File: src/rtl/conv2_pe_column_sched.sv
// Sequencer for one conv2 PE column: loads K filter rows, then streams ifmap
// columns row by row and tags each finished Psum with its output coordinate.
module conv2_pe_column_sched #(
  parameter int IF_W   = 14,
  parameter int IF_H   = 14,
  parameter int K      = 3,
  parameter int RD_LAT = 1,
  parameter int PE_LAT = 3,
  localparam int OUT_W = IF_W - K + 1,
  localparam int OUT_H = IF_H - K + 1,
  localparam int KA_W  = (K > 1) ? $clog2(K) : 1,
  localparam int IR_W  = (IF_H > 1) ? $clog2(IF_H) : 1,
  localparam int IC_W  = (IF_W > 1) ? $clog2(IF_W) : 1,
  localparam int OR_W  = (OUT_H > 1) ? $clog2(OUT_H) : 1,
  localparam int OC_W  = (OUT_W > 1) ? $clog2(OUT_W) : 1
) (
  input  logic            clk,
  input  logic            rst,
  input  logic            start,
  output logic            busy,
  output logic            done,
  output logic            w_rd_en,
  output logic [KA_W-1:0] w_rd_addr,
  output logic [K-1:0]    filtr_ld,
  output logic            if_rd_en,
  output logic [IR_W-1:0] if_rd_row,
  output logic [IC_W-1:0] if_rd_col,
  output logic            pe_en,
  input  logic            out_ready,
  output logic            psum_valid,
  output logic [OR_W-1:0] psum_row,
  output logic [OC_W-1:0] psum_col
);

  localparam int D    = RD_LAT + PE_LAT;
  localparam int LC_W = $clog2(K + RD_LAT + 1);
  localparam int DC_W = $clog2(D + 1);

  localparam logic [LC_W-1:0] LC_K    = LC_W'(K);
  localparam logic [LC_W-1:0] LC_LAST = LC_W'(K + RD_LAT - 1);
  localparam logic [IC_W-1:0] COL_OFF = IC_W'(K - 1);
  localparam logic [IC_W-1:0] COL_END = IC_W'(IF_W - 1);
  localparam logic [OR_W-1:0] ROW_END = OR_W'(OUT_H - 1);
  localparam logic [DC_W-1:0] DC_END  = DC_W'(D - 1);

  typedef enum logic [2:0] {S_IDLE, S_LOAD_W, S_STREAM, S_DRAIN, S_DONE} state_t;

  state_t                     state_q, state_d;
  logic [LC_W-1:0]            lcnt_q, lcnt_d;
  logic [IC_W-1:0]            col_q, col_d;
  logic [OR_W-1:0]            row_q, row_d;
  logic [DC_W-1:0]            dcnt_q, dcnt_d;
  logic [RD_LAT-1:0][K-1:0]   ld_q, ld_d;
  logic [RD_LAT-1:0]          en_q, en_d;
  logic [D-1:0]               tv_q, tv_d;
  logic [D-1:0][OR_W-1:0]     tr_q, tr_d;
  logic [D-1:0][OC_W-1:0]     tc_q, tc_d;

  logic adv;
  logic rd;
  logic tag_v;

  always_comb begin
    // Everything downstream of the buffers freezes while an unaccepted Psum sits at the head.
    adv   = ~(tv_q[D-1] & ~out_ready);
    rd    = (state_q == S_STREAM) && adv;
    tag_v = rd && (col_q >= COL_OFF);

    busy       = (state_q == S_LOAD_W) || (state_q == S_STREAM) || (state_q == S_DRAIN);
    done       = (state_q == S_DONE);
    w_rd_en    = (state_q == S_LOAD_W) && (lcnt_q < LC_K);
    w_rd_addr  = w_rd_en ? KA_W'(lcnt_q) : '0;
    filtr_ld   = ld_q[RD_LAT-1];
    if_rd_en   = rd;
    if_rd_row  = rd ? IR_W'(row_q) : '0;
    if_rd_col  = rd ? col_q : '0;
    pe_en      = en_q[RD_LAT-1] & adv;
    psum_valid = tv_q[D-1];
    psum_row   = tr_q[D-1];
    psum_col   = tc_q[D-1];

    state_d = state_q;
    lcnt_d  = lcnt_q;
    col_d   = col_q;
    row_d   = row_q;
    dcnt_d  = dcnt_q;
    ld_d    = ld_q;
    en_d    = en_q;
    tv_d    = tv_q;
    tr_d    = tr_q;
    tc_d    = tc_q;

    ld_d[0] = w_rd_en ? (K'(1) << lcnt_q) : '0;
    for (int i = 1; i < RD_LAT; i++) ld_d[i] = ld_q[i-1];

    if (adv) begin
      en_d[0] = rd;
      for (int i = 1; i < RD_LAT; i++) en_d[i] = en_q[i-1];
      tv_d[0] = tag_v;
      tr_d[0] = tag_v ? row_q : '0;
      tc_d[0] = tag_v ? OC_W'(col_q - COL_OFF) : '0;
      for (int i = 1; i < D; i++) begin
        tv_d[i] = tv_q[i-1];
        tr_d[i] = tr_q[i-1];
        tc_d[i] = tc_q[i-1];
      end
    end

    case (state_q)
      S_IDLE: begin
        if (start) begin
          state_d = S_LOAD_W;
          lcnt_d  = '0;
          col_d   = '0;
          row_d   = '0;
          dcnt_d  = '0;
        end
      end
      S_LOAD_W: begin
        if (lcnt_q == LC_LAST) begin
          state_d = S_STREAM;
          col_d   = '0;
        end else begin
          lcnt_d = lcnt_q + 1'b1;
        end
      end
      S_STREAM: begin
        if (adv) begin
          if (col_q == COL_END) begin
            state_d = S_DRAIN;
            dcnt_d  = '0;
          end else begin
            col_d = col_q + 1'b1;
          end
        end
      end
      S_DRAIN: begin
        // D advancing cycles push the last column's tag out of the head.
        if (adv) begin
          if (dcnt_q == DC_END) begin
            if (row_q == ROW_END) begin
              state_d = S_DONE;
            end else begin
              state_d = S_STREAM;
              row_d   = row_q + 1'b1;
              col_d   = '0;
            end
          end else begin
            dcnt_d = dcnt_q + 1'b1;
          end
        end
      end
      S_DONE:  state_d = S_IDLE;
      default: state_d = S_IDLE;
    endcase
  end

  always_ff @(posedge clk or posedge rst) begin
    if (rst) begin
      state_q <= S_IDLE;
      lcnt_q  <= '0;
      col_q   <= '0;
      row_q   <= '0;
      dcnt_q  <= '0;
      ld_q    <= '0;
      en_q    <= '0;
      tv_q    <= '0;
      tr_q    <= '0;
      tc_q    <= '0;
    end else begin
      state_q <= state_d;
      lcnt_q  <= lcnt_d;
      col_q   <= col_d;
      row_q   <= row_d;
      dcnt_q  <= dcnt_d;
      ld_q    <= ld_d;
      en_q    <= en_d;
      tv_q    <= tv_d;
      tr_q    <= tr_d;
      tc_q    <= tc_d;
    end
  end

endmodule

File: config.mk
export PLATFORM = sky130hd
export DESIGN_NAME = conv2_pe_column_sched
export DESIGN_NICKNAME = d
export VERILOG_FILES = /design/src/rtl/conv2_pe_column_sched.sv
export SDC_FILE = /design/constraint.sdc
export NUM_CORES = 1
export LEC_CHECK = 0
export ABC_AREA = 1
export BUFFER_PORTS_ARGS = -buffer_cell sky130_fd_sc_hd__buf_2
export CAP_MARGIN = 20
export CORE_MARGIN = 5
export CORE_UTILIZATION = 55
export CTS_BUF_LIST = sky130_fd_sc_hd__clkbuf_4 sky130_fd_sc_hd__clkbuf_8
export CTS_CLUSTER_DIAMETER = 40
export CTS_CLUSTER_SIZE = 20
export DETAILED_ROUTE_END_ITERATION = 16
export MAX_ROUTING_LAYER = met4
export PLACE_DENSITY = 0.76
export SYNTH_ARGS = -nofsm -noshare
export SYNTH_HDL_FRONTEND = slang
export SYNTH_SLANG_ARGS = --single-unit
File: constraint.sdc
create_clock -name clk -period 2.1 [get_ports clk]
set_input_delay 0.21 -clock clk [delete_from_list [all_inputs] [get_ports clk]]
set_output_delay 0.21 -clock clk [all_outputs]
set_load 0.02 [all_outputs]
==> run summary <==
finished layout cell area = 0.00321 sq mm
total number of vias = 2098
Mapped Cells = 326
xor/xnor share of the synthesized area = 0.00931
ys flop type = dfrtp_1
# port buffers = 30
Layout Nets = 372
CP max FO = 9
Post-synth EDFFs = 0
Synth Area in Adders = 0.0576
Layout Cells excl Fill = 430
initial antenna violation count = 0
Final ANT Viol Nets = 0
power per cell area = 1310 mW/mm^2
Initial Utilization = 0.560
Ant. Diodes = 0
Pwr Total = 4.21 mW
Setup CP Type = reg2out
CP endpoint kind = output port
final worst-path setup slack = 0.176 ns
clock-pin slew on the worst setup and hold paths = 0.07 ns
worst path required time = 1.89 ns
Max Freq = 0.520 GHz
Total GRT Usage = 0.188
root buffer selected by CTS = clkbuf_8
top sig layer = met4
clock power share = 0.275
post-synthesis sequential area ratio = 0.506
slowest stage delay, CP = 0.48 ns
mux contribution to synthesized area = 0
die area = 0.00666 sq mm
setup violators final = 0
total CTS buffers = 9
Yosys Warn Count = 0
unique cell type count in the Yosys netlist = 27
Switch Pwr = 1.72 mW
Async SR Flop Fraction = 1.00
cell chain of the critical path = nor2_2 > nand2_2 > nor2_4 > inv_2 > nor2_1 > buf_2
total core area = 0.00504 sq mm
crit start category = flip-flop
Worst Path Buf+Inv = 2
GRT overflow = 0
Leak = 1.64 nW
Tcrit/Tclk final = 0.916
RSZ-0062 raised after global routing = false
post-layout min period = 1.92 ns
Seq. cell area = 0.00143 sq mm
main combinational cell family by area after synthesis = simple AND/OR/NAND/NOR gates
Slew Viols, Final = 0
Max-slew headroom = 0.532
internal power = 2.49 mW
met2 routed WL = 2.45 mm
postcts setup bufs = 0
reg2reg setup slack = 0.55 ns
Fin Setup TNS = 0 ns
syn avg cell area = 8.65 sq um
P&R area growth vs syn = 13.9%
DP Cell Count = 414
Post-DP Area = 0.00299 sq mm
First DRT Iteration DRCs = 72
logic gate share of total power = 0.367
met1 wire length = 2.46 mm
met3 WL = 166 microns
num ports = 31
multi-input combinational cell area = 0.00111 sq mm
share of layout cells above drive strength 1 = 0.217
vias in the first global route = 2092
Clock Skew = 0.00932 ns
worst min path class = in2async
outcome = complete, no violations
compound-cell area share of the yosys netlist = 0.0856
net count after synthesis = 343
die height = 81.6 microns
pre-CTS WS = 0.537 ns
TritonCTS clock tree = done
Top delay family on crit path = simple AND/OR/NAND/NOR gates
# rows = 26
clock latency on the worst-skew pair = 0.34 ns
flops & latches, synth = 57
fill count = 455
Final GP Congestion = 0.932
CP arrival = 1.71 ns
final core utilization = 0.637
H-tree depth = 3
Fin Hold WS = 0.0607 ns
drt drc = 0
Post-Synth Simple-Gate Area = 0.243
routed wire length = 5.19 mm
Slowest cell on crit path = dfrtp_1
hpwl dp = 3.59 mm
VDD IR-drop max = 0.863 mV
Net Sw Frac = 0.409
Reg power frac = 0.358
clock sinks = 57
# resized after CTS = 0
Initial DRT Pass Iterations = 4
Hold Vio Cnt, Final = 0
Hold-fix buffers, CTS = 0
Least-Margin Pin Slew = 0.702 ns
drt wl/cell = 12.1 microns
Cell Area, Synth = 0.00282 sq mm
vias per inst = 4.88
MaxCap Viol Count = 0
Longest Clk Path Bufs = 2
pin count of the biggest net entering global routing = 58
width of the die = 81.6 microns
global-route wire length before repair = 9.28 mm
-- cells in the mapped netlist, types with 2 or more instances --
| library cell | instances | area, sq um |
|---|---|---|
| o21ai_0 | 30 | 150 |
| o22ai_1 | 9 | 56.3 |
| dfrtp_1 | 57 | 1430 |
| inv_2 | 4 | 15.0 |
| nor2_4 | 6 | 67.6 |
| nand2_1 | 70 | 263 |
| nand3_1 | 16 | 80.1 |
| nand4_1 | 2 | 12.5 |
| a21oi_1 | 2 | 10.0 |
| nor2_2 | 5 | 31.3 |
| ha_1 | 13 | 163 |
| xnor2_1 | 2 | 17.5 |
| clkbuf_1 | 4 | 15.0 |
| nor2_1 | 31 | 116 |
| nand3b_1 | 2 | 15.0 |
| nand2_2 | 8 | 50.1 |
| buf_2 | 2 | 10.0 |
| buf_4 | 9 | 67.6 |
| inv_1 | 46 | 173 |
-- final cells by class --
class / count / area share
clock inverters: 7 / 0.0315
clock buffers: 9 / 0.0385
inverters: 50 / 0.0584
multi-input cells: 204 / 0.347
well taps: 70 / 0.0272
repair buffers: 33 / 0.0537
flip-flops and latches: 57 / 0.444
-- per-layer routing --
metal,track usage,vias up
li1,-,1070
met1,0.239,987
met2,0.287,30
met3,0.0362,11
met4,0.0997,0
met5,-,-
-- tightest hold or removal path, stage by stage --
cell,delay [ns]
buf_2,0.10
inv_2,0.03
buf_4,0.55
-- power groups by stage --
| stage | registers (mW) | clock network [mW] | logic, mW |
|---|---|---|---|
| after floorplan | 1.50 | 0 | 1.24 |
| after global placement | 1.52 | 0 | 1.52 |
| after detailed placement | 1.53 | 0 | 1.56 |
| after CTS | 1.51 | 1.18 | 1.57 |
| after global routing | 1.54 | 1.23 | 1.78 |
| final | 1.51 | 1.16 | 1.55 |
-- registers in the layout, indices dropped and copies added, names as in the netlist --
register and flops:
tv_q 4, dcnt_q 3, tc_q 12, en_q 1, tr_q 12, psum_col 4, row_q 4, filtr_ld 3
lcnt_q 3, psum_row 4, col_q 4, state_q 3
-- cell families (layout without fill, tap and decap cells) --
kind of cell | count (synthesis) | count (layout)
buf+inv | 65 | 99
simple gates | 145 | 145
xor+xnor | 3 | 3
compound gates | 43 | 43
flops | 57 | 57
fa+ha+maj | 13 | 13
-- cell usage in the layout, fill, tap and decap left out, drive strengths merged --
cell type  netlist  layout
nor2b            1       1
nand4            2       2
nor2            42      42
clkinv           0       1
ha              13      13
xnor2            2       2
bufinv           0       2
nand3b           3       3
a21oi            4       4
xor2             1       1
inv             50      52
dfrtp           57      57
and2             1       1
o21ai           30      30
clkinvlp         0       2
clkbuf           4       9
nor3             1       1
o22ai            9       9
nand3           17      17
nand2           78      78
buf             11      33
-- worst paths after layout --
path / start / endpoint / cells past startpoint
setup / recovery: state_q[0] / if_rd_row[3] / 6
hold reg to reg: tv_q[2] / tv_q[3] / 2
hold / removal: rst / dcnt_q[2] / 3
min in group clk: out_ready / en_q / 5
max in group asynchronous: rst / tc_q[1] / 3
setup reg to reg: col_q[1] / col_q[0] / 8
Note: power is estimated with default switching activity, not from simulation.
